`src/rtl/lfsr_seq_ctrl.sv`:
```
// lfsr_seq_ctrl: command-driven sequencer around a WIDTH-bit Fibonacci LFSR.
// One command (taps, seed, word count) produces a stream of LFSR states on a
// valid/ready interface; the LFSR stalls under back-pressure.
// Optional feature macro: PERIOD_CHECK_EN adds period / period_valid outputs
// reporting the first return of the LFSR to its start state.
module lfsr_seq_ctrl #(
  parameter int unsigned WIDTH = 8,
  parameter int unsigned CNT_W = 16
) (
  input  logic             clk,
  input  logic             rst,
  input  logic             cmd_valid,
  output logic             cmd_ready,
  input  logic [WIDTH-1:0] cmd_taps,
  input  logic [WIDTH-1:0] cmd_seed,
  input  logic [CNT_W-1:0] cmd_count,
  input  logic             abort,
  output logic             out_valid,
  input  logic             out_ready,
  output logic [WIDTH-1:0] out_data,
  output logic             out_last,
  output logic             busy,
  output logic             done,
`ifdef PERIOD_CHECK_EN
  output logic [CNT_W-1:0] period,
  output logic             period_valid,
`endif
  output logic             seed_err
);

  typedef enum logic [1:0] {StIdle, StRun, StDone} state_e;

  localparam logic [WIDTH-1:0] SeedOne = WIDTH'(1);
  localparam logic [CNT_W-1:0] CntOne  = CNT_W'(1);

  state_e           st_q, st_d;
  logic [WIDTH-1:0] lfsr_q, lfsr_d;
  logic [WIDTH-1:0] taps_q, taps_d;
  logic [CNT_W-1:0] count_q, count_d;
  logic [CNT_W-1:0] counter_q, counter_d;
  logic             seed_err_q, seed_err_d;
  logic [WIDTH-1:0] lfsr_nxt;
  logic             xfer;
  logic             last_word;

`ifdef PERIOD_CHECK_EN
  logic [WIDTH-1:0] start_q, start_d;
  logic [CNT_W-1:0] period_q, period_d;
  logic             period_valid_q, period_valid_d;
`endif

  // LFSR step: parity of tapped bits shifted in at the LSB.
  assign lfsr_nxt  = {lfsr_q[WIDTH-2:0], ^(lfsr_q & taps_q)};
  assign last_word = (st_q == StRun) && (count_q != '0) && (counter_q == count_q - CntOne);
  assign xfer      = out_valid && out_ready;

  // Combinational outputs; abort masks out_valid in the same cycle.
  always_comb begin
    cmd_ready = (st_q == StIdle);
    out_valid = (st_q == StRun) && !abort;
    out_data  = lfsr_q;
    out_last  = last_word;
    busy      = (st_q == StRun) || (st_q == StDone);
    done      = (st_q == StDone);
    seed_err  = seed_err_q;
`ifdef PERIOD_CHECK_EN
    period       = period_q;
    period_valid = period_valid_q;
`endif
  end

  // Next-state logic for the FSM and datapath registers.
  always_comb begin
    st_d       = st_q;
    lfsr_d     = lfsr_q;
    taps_d     = taps_q;
    count_d    = count_q;
    counter_d  = counter_q;
    seed_err_d = seed_err_q;
`ifdef PERIOD_CHECK_EN
    start_d        = start_q;
    period_d       = period_q;
    period_valid_d = period_valid_q;
`endif
    unique case (st_q)
      StIdle: begin
        if (cmd_valid) begin
          taps_d    = cmd_taps;
          count_d   = cmd_count;
          counter_d = '0;
          // An all-zero seed would lock the LFSR, so substitute 1 and flag it.
          if (cmd_seed == '0) begin
            lfsr_d     = SeedOne;
            seed_err_d = 1'b1;
          end else begin
            lfsr_d     = cmd_seed;
            seed_err_d = 1'b0;
          end
`ifdef PERIOD_CHECK_EN
          start_d        = lfsr_d;
          period_d       = '0;
          period_valid_d = 1'b0;
`endif
          st_d = StRun;
        end
      end
      StRun: begin
        if (abort) begin
          st_d = StDone;
        end else if (xfer) begin
          lfsr_d    = lfsr_nxt;
          counter_d = counter_q + CntOne;
`ifdef PERIOD_CHECK_EN
          if (!period_valid_q && (lfsr_nxt == start_q)) begin
            period_d       = counter_q + CntOne;
            period_valid_d = 1'b1;
          end
`endif
          if (last_word) st_d = StDone;
        end
      end
      StDone: begin
        st_d = StIdle;
      end
      default: begin
        st_d = StIdle;
      end
    endcase
  end

  // State registers, asynchronously reset.
  always_ff @(posedge clk or posedge rst) begin
    if (rst) begin
      st_q       <= StIdle;
      lfsr_q     <= '0;
      taps_q     <= '0;
      count_q    <= '0;
      counter_q  <= '0;
      seed_err_q <= 1'b0;
    end else begin
      st_q       <= st_d;
      lfsr_q     <= lfsr_d;
      taps_q     <= taps_d;
      count_q    <= count_d;
      counter_q  <= counter_d;
      seed_err_q <= seed_err_d;
    end
  end

`ifdef PERIOD_CHECK_EN
  // Period-detection registers, asynchronously reset.
  always_ff @(posedge clk or posedge rst) begin
    if (rst) begin
      start_q        <= '0;
      period_q       <= '0;
      period_valid_q <= 1'b0;
    end else begin
      start_q        <= start_d;
      period_q       <= period_d;
      period_valid_q <= period_valid_d;
    end
  end
`endif

endmodule

```
`config.mk`:
```
export PLATFORM = sky130hd
export DESIGN_NAME = lfsr_seq_ctrl
export DESIGN_NICKNAME = d
export VERILOG_FILES = /design/src/rtl/lfsr_seq_ctrl.sv
export SDC_FILE = /design/constraint.sdc
export NUM_CORES = 1
export LEC_CHECK = 0
export BUFFER_PORTS_ARGS = -buffer_cell sky130_fd_sc_hd__buf_2
export CAP_MARGIN = 25
export CELL_PAD_IN_SITES_DETAIL_PLACEMENT = 0
export CELL_PAD_IN_SITES_GLOBAL_PLACEMENT = 1
export CORE_UTILIZATION = 47
export DETAILED_ROUTE_END_ITERATION = 8
export GPL_ROUTABILITY_DRIVEN = 0
export PLACE_DENSITY = 0.95
export SLEW_MARGIN = 40
export SYNTH_ARGS = -nofsm -noshare
export SYNTH_HDL_FRONTEND = slang
export SYNTH_SLANG_ARGS = --single-unit
```
`constraint.sdc`:
```
create_clock -name clk -period 5.9 [get_ports clk]
set_input_delay 1.18 -clock clk [delete_from_list [all_inputs] [get_ports clk]]
set_output_delay 1.18 -clock clk [all_outputs]
set_load 0.005 [all_outputs]
```
# Yosys cells after proc, flatten, opt, wreduce, memory -nomap -nowiden
# Index checks and enable logic that the tools add are counted.
# classes
n_mux,15
n_bitwise,1
eq_ne,8
add_sub_neg,2
n_reduce_logical,14
# ops
operator,count
$mux 16,3
$mux 8,4
$pmux 16 s2,1
$add 16x1->16 const B,1
$eq 16x16->1,1
$pmux 8 s2,1
$reduce_bool 16->1,1
$sub 16x1->16 const B,1
$and 8x8->8,1
$logic_not 8->1,1
$mux 2,4
$reduce_xor 8->1,1
$ne 2x2->1 const B,3
$ne 3x3->1 const B,2
$logic_and 1x1->1,4
$pmux 2 s2,1
$reduce_and 4->1,1
$reduce_and 3->1,1
$eq 2x1->1 const B,1
$eq 2x2->1 const B,1
$logic_not 2->1,1
$reduce_and 2->1,1
$reduce_bool 2->1,1
$logic_not 1->1,1
other kinds (2),2
# totals
register_bits,51
in_bits,37

# Longest topological paths before layout
# logic_depth
word_depth,7
mapped_depth,11
depth_no_buf,8

# Worst setup path before layout
# No wires, ideal clock.
# synth_timing
path_type,register to output
start,register count_q[0]
end,output port out_last
slack_ns,2.673
t_required_ns,4.720
path_stages_with_launch,9
n_path_buf,0
t_arrival_ns,2.047
path_cell_list,dfrtp_1 -> inv_1 -> ha_1 -> or4b_4 -> nor3_1 -> o211ai_1 -> a211oi_2 -> nand2_1 -> a211oi_1
# synth_between
elab_chain_len,3
word_cells_on_any_way,5
cone_classes,1 x add/sub; 1 x eq/ne; 3 x reduce/logical
# synth_lines
element,line_no,source
"start, declared",39,"logic [CNT_W-1:0] count_q, count_d;"
"start signal, assigned",144,count_q <= count_d;
$sub 16x1->16 / $reduce_bool 16->1 (equally long branches),54,assign last_word = (st_q == StRun) && (count_q != '0) && (counter_q == count_q - CntOne);
$eq 16x16->1 / $logic_and 1x1->1 (equally long branches),54,
$logic_and 1x1->1 *,54,
"end, declared",21,"output logic out_last,"
# Every way passes the cells marked *; elsewhere a longest branch is shown, timed or not.

# Worst setup path in the final report
# Same ends and word-level chain as after synthesis.

==> results.toml <==
[yosys]
synth_edf_count = 0
synth_ff_type = "dfrtp_1"
synth_area_mm2 = 0.002999
ys_seq_area_share_pct = 42.55
yosys.area_share.adder_pct = 2.503
synth_xor_area_share_pct = 11.10
synthMuxAreaShare_pct = 12.06
async_flop_share_pct = 100.0
yosysWarnings = 0
synthDistinctLibCells = 50
synth_top_family_by_area = "simple AND/OR/NAND/NOR gates"
syn-num-nets = 345
synth.ff_latch_count = 51
synth_compound_area_share_pct = 8.719
synthCells = 302
synth-simple-area-share_pct = 20.28
avgSynthCellArea_um2 = 9.931

[power]
p_comb_share_pct = 47.6
p_sw_mw = 0.6440
power_density_mw_per_mm2 = 464.0
leakage_nw = 1.526
p_seq_share_pct = 39.1
max-vdd-ir-drop_uv = 273.1
sw_frac_of_total_pct = 40.72
clkPwrFrac_pct = 13.3
p_int_mw = 0.9374

[worst_setup_path]
crit_family = "simple AND/OR/NAND/NOR gates"
reg2reg_slack_ns = 3.35
cp_slowest_stage_delay_ns = 0.52
crit_fanout = 6
crit_slowest_cell = "or4b_4"
crit_path_start_kind = "flip-flop"
path_buf_inv = 2
crit_chain = "inv_1, ha_1, or4b_4, nor3_1, o211ai_1, a211oi_2, nand2_1, a211oi_1, buf_2"
timing.rr.end = "st_q[1]"
worstPathRequired_ns = 4.72
worst_ep_arrival_time_ns = 2.65
end_kind = "output port"
reg2reg_depth = 7
path_class = "reg2out"
reg2reg_from = "count_q[0]"

[timing]
fin_crit_sh_pct = 64.85
tns_ns = 0
fin_worst_skew_ns = 0.003783
finalHoldViolCount = 0
slew_headroom_pct = 56.46
rsz0062_at_grt = "false"
setup_violations = 0
slew_violations = 0
worst_slew_pin_slew_ns = 0.6531
fmax_ghz = 0.2614
min_period_ns = 3.826
timing.final.ws_setup_ns = 2.074

[placement]
port_buffers = 50
dp_hpwl_um = 4593
pre_cts_slack_ns = 2.408
dpl.cell_count = 418

[run]
maxCapViolCount = 0

[finish]
mostFrequentLayoutCells = "dfrtp_1, buf_2, nor2_1"
final_common_cell = "dfrtp_1"
fin_nets = 393
instances_no_fill = 426
areaGrowthSynthToFinish_pct = 13.64
antenna_cells = 0
layout-drive-gt1-share_pct = 27.07

[clock_tree]
clock-root-buffer = "clkbuf_8"
htree_levels = 2
cts_sinks = 51
clkLatencyLatePin_ns = 0.31
postCtsResizedCells = 0
cts_hold_buf = 0
cts.clk_slew.worst_paths_ns = 0.10
post_cts.repair.setup_buffers = 0
cts_tree = "done"
cts_buffers = 5
cts_max_path_buffers = 2

[grt]
grt_remaining_overflow = 0
antenna_found_initial = 0
grt_max_degree = 52
grt_first_pass_wirelength_um = 10160
grtUsageTotal_pct = 20.11
grt_pass1_vias = 2207

[detailed_routing]
drt_iter0_drc = 73
vias = 2334
post_drt_wl_per_cell_um = 14.69
wirelength_um = 6257
viasPerCell = 5.479
antenna_left = 0
drtPass1Iterations = 4
drc = 0

[run_status]
status = "finished clean"

[floorplan]
rows = 28
io_pins = 51
start_util_pct = 49.77
core_area_mm2 = 0.006026
die_w_um = 81.88
die_y_um = 81.88
die_area_mm2 = 0.006704

[worst_hold_path]
hp-start = "seed_err"
hp-class = "reg2reg"
min_path_cells = 2
hold_end = "seed_err"
==> power by group through the flow <==
| stage | combinational (mW) | sequential [mW] | clock [mW] |
|---|---|---|---|
| floorplan | 0.603 | 0.579 | 0 |
| global placement | 0.735 | 0.613 | 0 |
| detailed placement | 0.753 | 0.624 | 0 |
| CTS | 0.757 | 0.617 | 0.219 |
| global route | 0.846 | 0.634 | 0.230 |
| finish | 0.754 | 0.618 | 0.210 |
==> layer usage <==
metal / vias to the layer above / share of wire, % / track usage (%)
li1: 1153 / - / -
met1: 1134 / 46 / 26.12
met2: 41 / 49 / 32.73
met3: 6 / 3.3 / 4.111
met4: 0 / 1.4 / 7.719
met5: - / 0 / 0
==> how the worst max path moves through the flow <==
| stage | slack [ns] | from | to | cells past startpoint |
|---|---|---|---|---|
| 6_report | 2.07 | count_q[0] | out_last | 9 |
| 5_1_grt | 1.81 | count_q[0] | out_last | 9 |
| 4_1_cts | 2.05 | st_q[1] | out_last | 8 |
| 3_5_place_dp | 2.41 | st_q[1] | out_last | 8 |
| 3_3_place_gp | 2.47 | st_q[1] | out_last | 8 |
| 2_1_floorplan | 2.67 | count_q[0] | out_last | 8 |
==> cells by family (layout without fill, tap and decap cells) <==
logic type,count (synthesis),in the layout
simple gates,114,114
flops,51,51
compound gates,40,40
buf+inv,20,69
fa+ha+maj,6,6
xor+xnor,38,38
mux,33,33
==> stage by stage <==
step	hold slack (ns)	utilization, %	power [mW]	area [um^2]
floorplan	0.4733	-	1.182	2999
global placement	0.4670	54.96	1.347	3312
detailed placement	0.4845	55.00	1.378	3314
CTS	0.5087	56.52	1.593	3406
global route	0.5351	56.56	1.710	3408
finish	0.4981	56.56	1.581	3408
==> registers in the layout, indices dropped and copies added, names as in the netlist <==
| signal | cells |
|---|---|
| count_q | 16 |
| counter_q | 16 |
| out_data | 8 |
| seed_err | 1 |
| st_q | 2 |
| taps_q | 8 |
==> Yosys cell counts (all sizes together) (2+ instances only) <==
master / count / share of area, %
nor4: 4 / 0.83
o22ai: 2 / 0.42
a22oi: 3 / 0.92
nand3b: 3 / 0.75
o21ai: 10 / 1.7
nand4: 3 / 0.63
nand2b: 5 / 1.0
xor2: 23 / 6.7
a211o: 2 / 0.58
mux2i: 8 / 2.7
or4b: 2 / 0.79
nand3: 8 / 1.3
dfrtp: 51 / 43
xnor2: 15 / 4.4
a21oi: 12 / 2.0
buf: 3 / 0.67
clkbuf: 9 / 1.1
nor2b: 7 / 1.5
a211oi: 2 / 0.67
nor2: 31 / 3.9
mux2: 25 / 9.4
o211ai: 2 / 0.50
and2: 2 / 0.42
o31ai: 2 / 0.50
or4: 4 / 1.1
and4: 3 / 0.88
nor3: 5 / 0.83
inv: 8 / 1.0
and3: 4 / 0.83
ha: 6 / 2.5
nand2: 23 / 2.9
or3: 4 / 1.0
==> final cells by class <==
cell class,instances,area [um^2]
repair buffers,53,272.8
multi-input cells,231,1644
inverters,8,30.03
flip-flops and latches,51,1276
clock buffers,5,68.82
clock inverters,3,22.52
fillers,558,2618
well taps,75,93.84
==> tightest hold or removal path, cell delays in order, from the launching register on <==
cell,delay [ns]
dfrtp_1,0.35
nand2_1,0.05
o21ai_0,0.06
No activity file was read; power rests on OpenSTA's default activity.
